### src/rtl/regfile_param.sv
// Parametrised register file with two bypassed read ports, a general write port,
// a dedicated program-counter write port on the top register and a busy scoreboard.
module regfile_param #(
    parameter int WIDTH = 16,
    parameter int DEPTH = 8,
    parameter int AW    = 3
) (
    input  logic             clk,
    input  logic             reset,
    input  logic [AW-1:0]    rd_addr1,
    input  logic [AW-1:0]    rd_addr2,
    output logic [WIDTH-1:0] rd_data1,
    output logic [WIDTH-1:0] rd_data2,
    output logic             rd_busy1,
    output logic             rd_busy2,
    input  logic             wr_en,
    input  logic [AW-1:0]    wr_addr,
    input  logic [WIDTH-1:0] wr_data,
    input  logic             pc_wr_en,
    input  logic [WIDTH-1:0] pc_in,
    output logic [WIDTH-1:0] pc_out,
    input  logic             issue_en,
    input  logic [AW-1:0]    issue_addr
);

    localparam logic [AW-1:0] PC_IDX = AW'(DEPTH - 1);

    generate
        if (DEPTH < 2 || DEPTH != (1 << AW)) begin : g_bad_params
            $error("regfile_param: DEPTH must be a power of 2 (>= 2) equal to 2**AW");
        end
    endgenerate

    logic [WIDTH-1:0] regs [DEPTH];
    logic [DEPTH-1:0] busy;

    logic byp1;
    logic byp2;

    // The general write is placed after the PC write so a same-cycle
    // writeback to PC_IDX overrides pc_in (branch/jump-register result wins).
    always_ff @(posedge clk) begin
        if (reset) begin
            for (int i = 0; i < DEPTH; i++) begin
                regs[i] <= '0;
            end
            busy <= '0;
        end else begin
            if (pc_wr_en) begin
                regs[PC_IDX] <= pc_in;
            end
            if (wr_en) begin
                regs[wr_addr] <= wr_data;
                busy[wr_addr] <= 1'b0;
            end
            // A new producer issued in the same cycle as a writeback keeps the bit set.
            if (issue_en && (issue_addr != PC_IDX)) begin
                busy[issue_addr] <= 1'b1;
            end
        end
    end

    assign byp1 = wr_en && (wr_addr == rd_addr1);
    assign byp2 = wr_en && (wr_addr == rd_addr2);

    assign rd_data1 = byp1 ? wr_data : regs[rd_addr1];
    assign rd_data2 = byp2 ? wr_data : regs[rd_addr2];

    assign rd_busy1 = busy[rd_addr1] & ~byp1;
    assign rd_busy2 = busy[rd_addr2] & ~byp2;

    assign pc_out = regs[PC_IDX];

endmodule

### config.mk
export PLATFORM = sky130hd
export DESIGN_NAME = regfile_param
export DESIGN_NICKNAME = d
export VERILOG_FILES = /design/src/rtl/regfile_param.sv
export SDC_FILE = /design/constraint.sdc
export NUM_CORES = 1
export LEC_CHECK = 0
export ABC_AREA = 1
export CAP_MARGIN = 20
export CORE_ASPECT_RATIO = 1.5
export CORE_UTILIZATION = 61
export CTS_CLUSTER_SIZE = 40
export DETAILED_ROUTE_END_ITERATION = 7
export GPL_TIMING_DRIVEN = 0
export HOLD_SLACK_MARGIN = 0.05
export PLACE_DENSITY = 0.86
export SYNTH_ARGS = -nofsm -noshare
export SYNTH_HDL_FRONTEND = slang
export SYNTH_SLANG_ARGS = --single-unit
### constraint.sdc
create_clock -name clk -period 3.02 [get_ports clk]
set_clock_uncertainty 0.15 [all_clocks]
set_input_delay 0.604 -clock clk [delete_from_list [all_inputs] [get_ports clk]]
set_output_delay 0.604 -clock clk [all_outputs]
set_load 0.1 [all_outputs]
* Word-level counts from Yosys, hierarchy flattened
Memories as Yosys holds them, arrays and structs flattened.
Cells that the tools add are included.
** Cells by class
- Equal/unequal tests :: 4
- Bitwise gates (word level) :: 11
- Multiplexer cells :: 25
- Reduce and logical (&&, ||, !) cells :: 6
- Order comparisons :: 6
** Operators by type and width (count)
- 16-bit 2-to-1 mux :: 4
- 8-bit 2-to-1 mux :: 3
- 3-bit by 4-bit < comparator with 1-bit output (second input constant) :: 4
- 16-bit OR reduction :: 1
- 1-bit 2-to-1 mux :: 13
- 8-bit AND :: 1
- 8-bit inverter :: 1
- 8-bit OR :: 1
- 1-bit binary-select mux with 3-bit select :: 2
- 1-bit demux with 3-bit select :: 2
- 3-bit == test :: 2
- 3-bit by 1-bit >= comparator with 1-bit output (second input constant) :: 2
- 1-bit logical AND :: 5
- 1-bit AND :: 4
- 3-bit == test (first input constant) :: 1
- 3-bit 2-to-1 mux :: 1
- 3-bit != test (second input constant) :: 1
- 1-bit inverter :: 3
- 1-bit OR :: 1
** Word-level totals
- RAM bits :: 128
- Output and inout port bits :: 50
- Logic and storage cells :: 54
- Register bits after elaboration :: 8
- Memories :: 1
** Memories
- regs :: depth 8, bits a word 16, read ports 3, clocked after Yosys merged registers in 0, wr ports 8, RTL line 34 : logic [WIDTH-1:0] regs [DEPTH];

* Longest topological paths before layout
- Depth in word-level cells :: 10
- Gate-level depth with buffers :: 10

* Worst setup path before layout
OpenSTA, ideal clock, no wires.
- Path type :: input to output
- From :: input rd_addr2[0]
- To :: output rd_busy2
- Arrival :: 2557 ps
- Stages :: 9
- Buffers on the path :: 2
- Slack :: -291 ps
- Cells stage by stage :: buf_2 inv_2 nand2_1 nand2_1 nor2_2 nand2_4 buf_4 nand2_1 nor2_1
** Between the ends
- Longest elaborated chain between the ends :: 4
- Elaborated cells between the ends (all ways) :: 6
- Classes of those cells :: 1 x eq/ne; 2 x mux; 2 x bitwise; 1 x reduce/logical
** Ends and longest elaborated chain
- start, declared :: RTL line 11 : input logic [AW-1:0] rd_addr2,
- branches (longest 3 deep; another with 1-bit binary-select mux with 3-bit select)
- 1-bit AND (*) :: RTL line 70 : assign rd_busy2 = busy[rd_addr2] & ~byp2;
- end, declared :: RTL line 15 : output logic rd_busy2,
Every way passes the cells marked *. The select of a mux whose other input is x is not followed.

* Final worst setup path
- From :: input rd_addr2[1]
- To :: output rd_data2[3]
** Between the ends
- Longest elaborated chain between the ends :: 3
- Elaborated cells between the ends (all ways) :: 4
- Classes of those cells :: 1 x eq/ne; 1 x mux; 1 x reduce/logical; 1 x memory
** Ends and longest elaborated chain
- branches (longest 2 deep; another with memory 8 x 16 bit)
- 16-bit 2-to-1 mux (*) :: RTL line 67 : assign rd_data2 = byp2 ? wr_data : regs[rd_addr2];
- end, declared :: RTL line 13 : output logic [WIDTH-1:0] rd_data2,
Every way passes the cells marked *.

==> flow_summary.ini <==
[setup_path]
critical-path-top-delay-family = buffers and inverters
cp_num_buf_inv = 3
worst-setup-path-type = primary input to output port
critical_path_required_ns = 2.27
cp_slowest_cell = buf_1
crit_arrival_ns = 2.25
crit_path_end_kind = output port
crit_chain = buf_4 > buf_1 > nand3_1 > nand3_1 > nand3_1 > nand2_1 > buf_2
cp_max_fo = 10
start_kind = primary input
crit_path_max_incr_delay_ns = 0.57
path_common_cell = nand3_1

[clock_network]
root_buffer = clkbuf_16
htreeDepth = 4
cts_made_buffers = 17
clockBufferDepth = 2
cts.sink_count = 136
clk_pin_slew_ns = 0.05
cts_tree = yes
postCtsSetupRepairBufs = 0
clkLatencyLatePin_ns = 0.42

[route]
routed_wl_mm = 28.66
routedWlPerCell_um = 19.97
via_count = 8643
drtIter0Drc = 1092
viasPerCell = 6.023
drt_first_pass_iters = 8
ant_nets = 0
drc = 5

[final_layout]
areaGrowthSynthToFinish_pct = 19.49
antenna_cells = 0
finish.utilization_pct = 74.66
fillers = 1057
layout-drive-gt1-share_pct = 10.29
nets = 1310

[sta]
finalWorstSetupSlack_ns = 0.01934
fin_setup_tns_ns = 0
finalHoldViolCount = 0
slew_headroom_pct = 34.55
holdWs_ns = 0.3662
rsz0062_at_grt = false
finalCriticalPeriod_ns = 3.001
slew_viol_final = 0
post-route-period-util_pct = 99.36
max_freq_mhz = 333.3
tightestPinTransition_ns = 0.9787
finalSetupViolations = 0

[yosys]
synth_top_area_share_pct = 45.68
syn_avg_cell_area_um2 = 7.310
seq_area_frac_synth_pct = 47.58
synth_warnings = 0
synth-seq-cells = 136
synth.net_count = 1200
synth_largest_area_cell = edfxtp_1
yosysUniqueCellTypes = 22
synthCells = 1151
synth_area_leaders = edfxtp_1 (46%), nand2_1 (16%), nand3_1 (14%), inv_1 (7.5%), nor2_1 (5.8%)
netlist_area_um2 = 8414

[floorplanning]
core_um2 = 13470
io_pins = 99
start_util_pct = 62.48
rows = 52
dieWidth_um = 97.90
die_h_um = 145.8
die-area_um2 = 14280

[global_route]
grt_pass1_wl_mm = 43.59
grt_pass1_vias = 8294
grt_usage_pct = 40.82
antenna_found_initial = 0
grt-ovfl-total = 0
use_met1_pct = 48.78
grt-busiest-layer = met2
gr-usage-met3_pct = 6.436
grt_max_degree = 18
met2_usage_pct = 68.13

[placed_design]
dp_hpwl_mm = 20.01
io_buffers = 91
dp_slack_ns = -1.006
gp_congestion = 0.9931

[outcome]
violations = DRC
status = finished with violations

[power]
leakagePower_nw = 4.837
power_density_nw_per_um2 = 580.7
ir_worst_vdd_mv = 0.4809

[worst_hold_path]
hp-class = register to register

[job]
cap_viol_max_count = 0
## Yosys cell counts
cell	number
nor2_8	1
nor2_2	4
o211ai_1	2
nand2_4	2
nor2_1	130
inv_4	6
inv_1	168
clkbuf_1	22
nand3_2	9
nand3_1	233
dfxtp_1	8
edfxtp_1	128
inv_2	3
buf_4	15
o21ai_0	11
o22ai_1	18
buf_1	3
buf_6	6
nand2_1	361
nand4_1	1
buf_2	19
or2_2	1
## per-layer routing
layer	share of wire (%)	wire, um
met1	33	9509
met2	49	13970
met3	12	3372
met4	6.3	1810
met5	0	0
## repair_timing
item,4_1_cts,5_1_grt
hold buffers,0,0
pin swaps,0,0
resized for setup,217,10
setup endpoints to repair,34,32
endpoints found under the hold margin,0,0
cloned,0,0
## power by group
group / leakage [nW] / switching (mW) / internal [mW]
clock network: 0.262 / 0.806 / 1.19
logic: 3.26 / 1.23 / 0.379
registers: 1.31 / 0.0439 / 2.19
total: 4.84 / 2.08 / 3.76
## worst reg2reg max path, stage by stage (launching register included)
cell,delay (ns)
dfxtp_1,0.30
inv_1,0.14
o22ai_1,0.11
## layout make-up
class / count / area [um^2] / share of cell area, %
timing repair buffer: 91 / 884.6 / 8.798
clock buffer: 19 / 432.9 / 4.306
inverter: 177 / 679.4 / 6.757
tap: 162 / 202.7 / 2.016
buffer: 65 / 374.1 / 3.721
multi-input combinational: 773 / 3367 / 33.49
clock inverter: 12 / 110.1 / 1.095
sequential: 136 / 4004 / 39.82
## placed cells by master (no fill, tap or decap)
| cell type | n |
|---|---|
| nand2_1 | 361 |
| nand3_1 | 233 |
| inv_1 | 168 |
| nor2_1 | 128 |
| edfxtp_1 | 128 |
| clkdlybuf4s50_1 | 54 |
| buf_2 | 31 |
| buf_6 | 23 |
| clkbuf_1 | 19 |
| buf_4 | 18 |
| o22ai_1 | 18 |
| clkbuf_16 | 17 |
| o21ai_0 | 11 |
| nand3_2 | 9 |
| dfxtp_1 | 8 |
| inv_4 | 6 |
| nor2_2 | 6 |
| buf_1 | 4 |
| clkbuf_2 | 4 |
| clkinv_1 | 4 |
| clkinv_2 | 4 |
| inv_2 | 3 |
| nand2_4 | 2 |
| o211ai_1 | 2 |
| clkinvlp_4 | 2 |
| bufinv_16 | 2 |
| dlygate4sd2_1 | 2 |
| buf_12 | 2 |
| nor2_8 | 1 |
| or2_2 | 1 |
| nand4_1 | 1 |
| dlymetal6s2s_1 | 1 |
## state kept, by name, indices dropped and copies added (netlist names)
register	flops
busy	8
regs	128
## through the flow
| step | instances | instance area, um^2 | total power [mW] |
|---|---|---|---|
| detailed placement | 1404 | 9533 | 3.833 |
| finish | 1435 | 10050 | 5.839 |
| floorplan | 1151 | 8419 | 3.390 |
| CTS | 1435 | 10050 | 5.773 |
| global placement | 1404 | 9533 | 3.813 |
| global route | 1435 | 10050 | 5.952 |
## logic make-up after synthesis
logic type | count (synthesis) | synth area share, %
simple gates | 742 | 37.78
buf+inv | 242 | 12.46
flops | 136 | 47.58
compound gates | 31 | 2.171
## path summary, 6_finish.rpt
kind	startpoint	end	slack, ns	depth (start not counted)
hold reg to reg	busy[2]	busy[2]	0.37	2
setup / recovery	rd_addr2[1]	rd_data2[3]	0.02	7
setup reg to reg	busy[6]	busy[6]	2.17	2
hold / removal	busy[2]	busy[2]	0.37	2
Power figures use the tool's default switching activity.
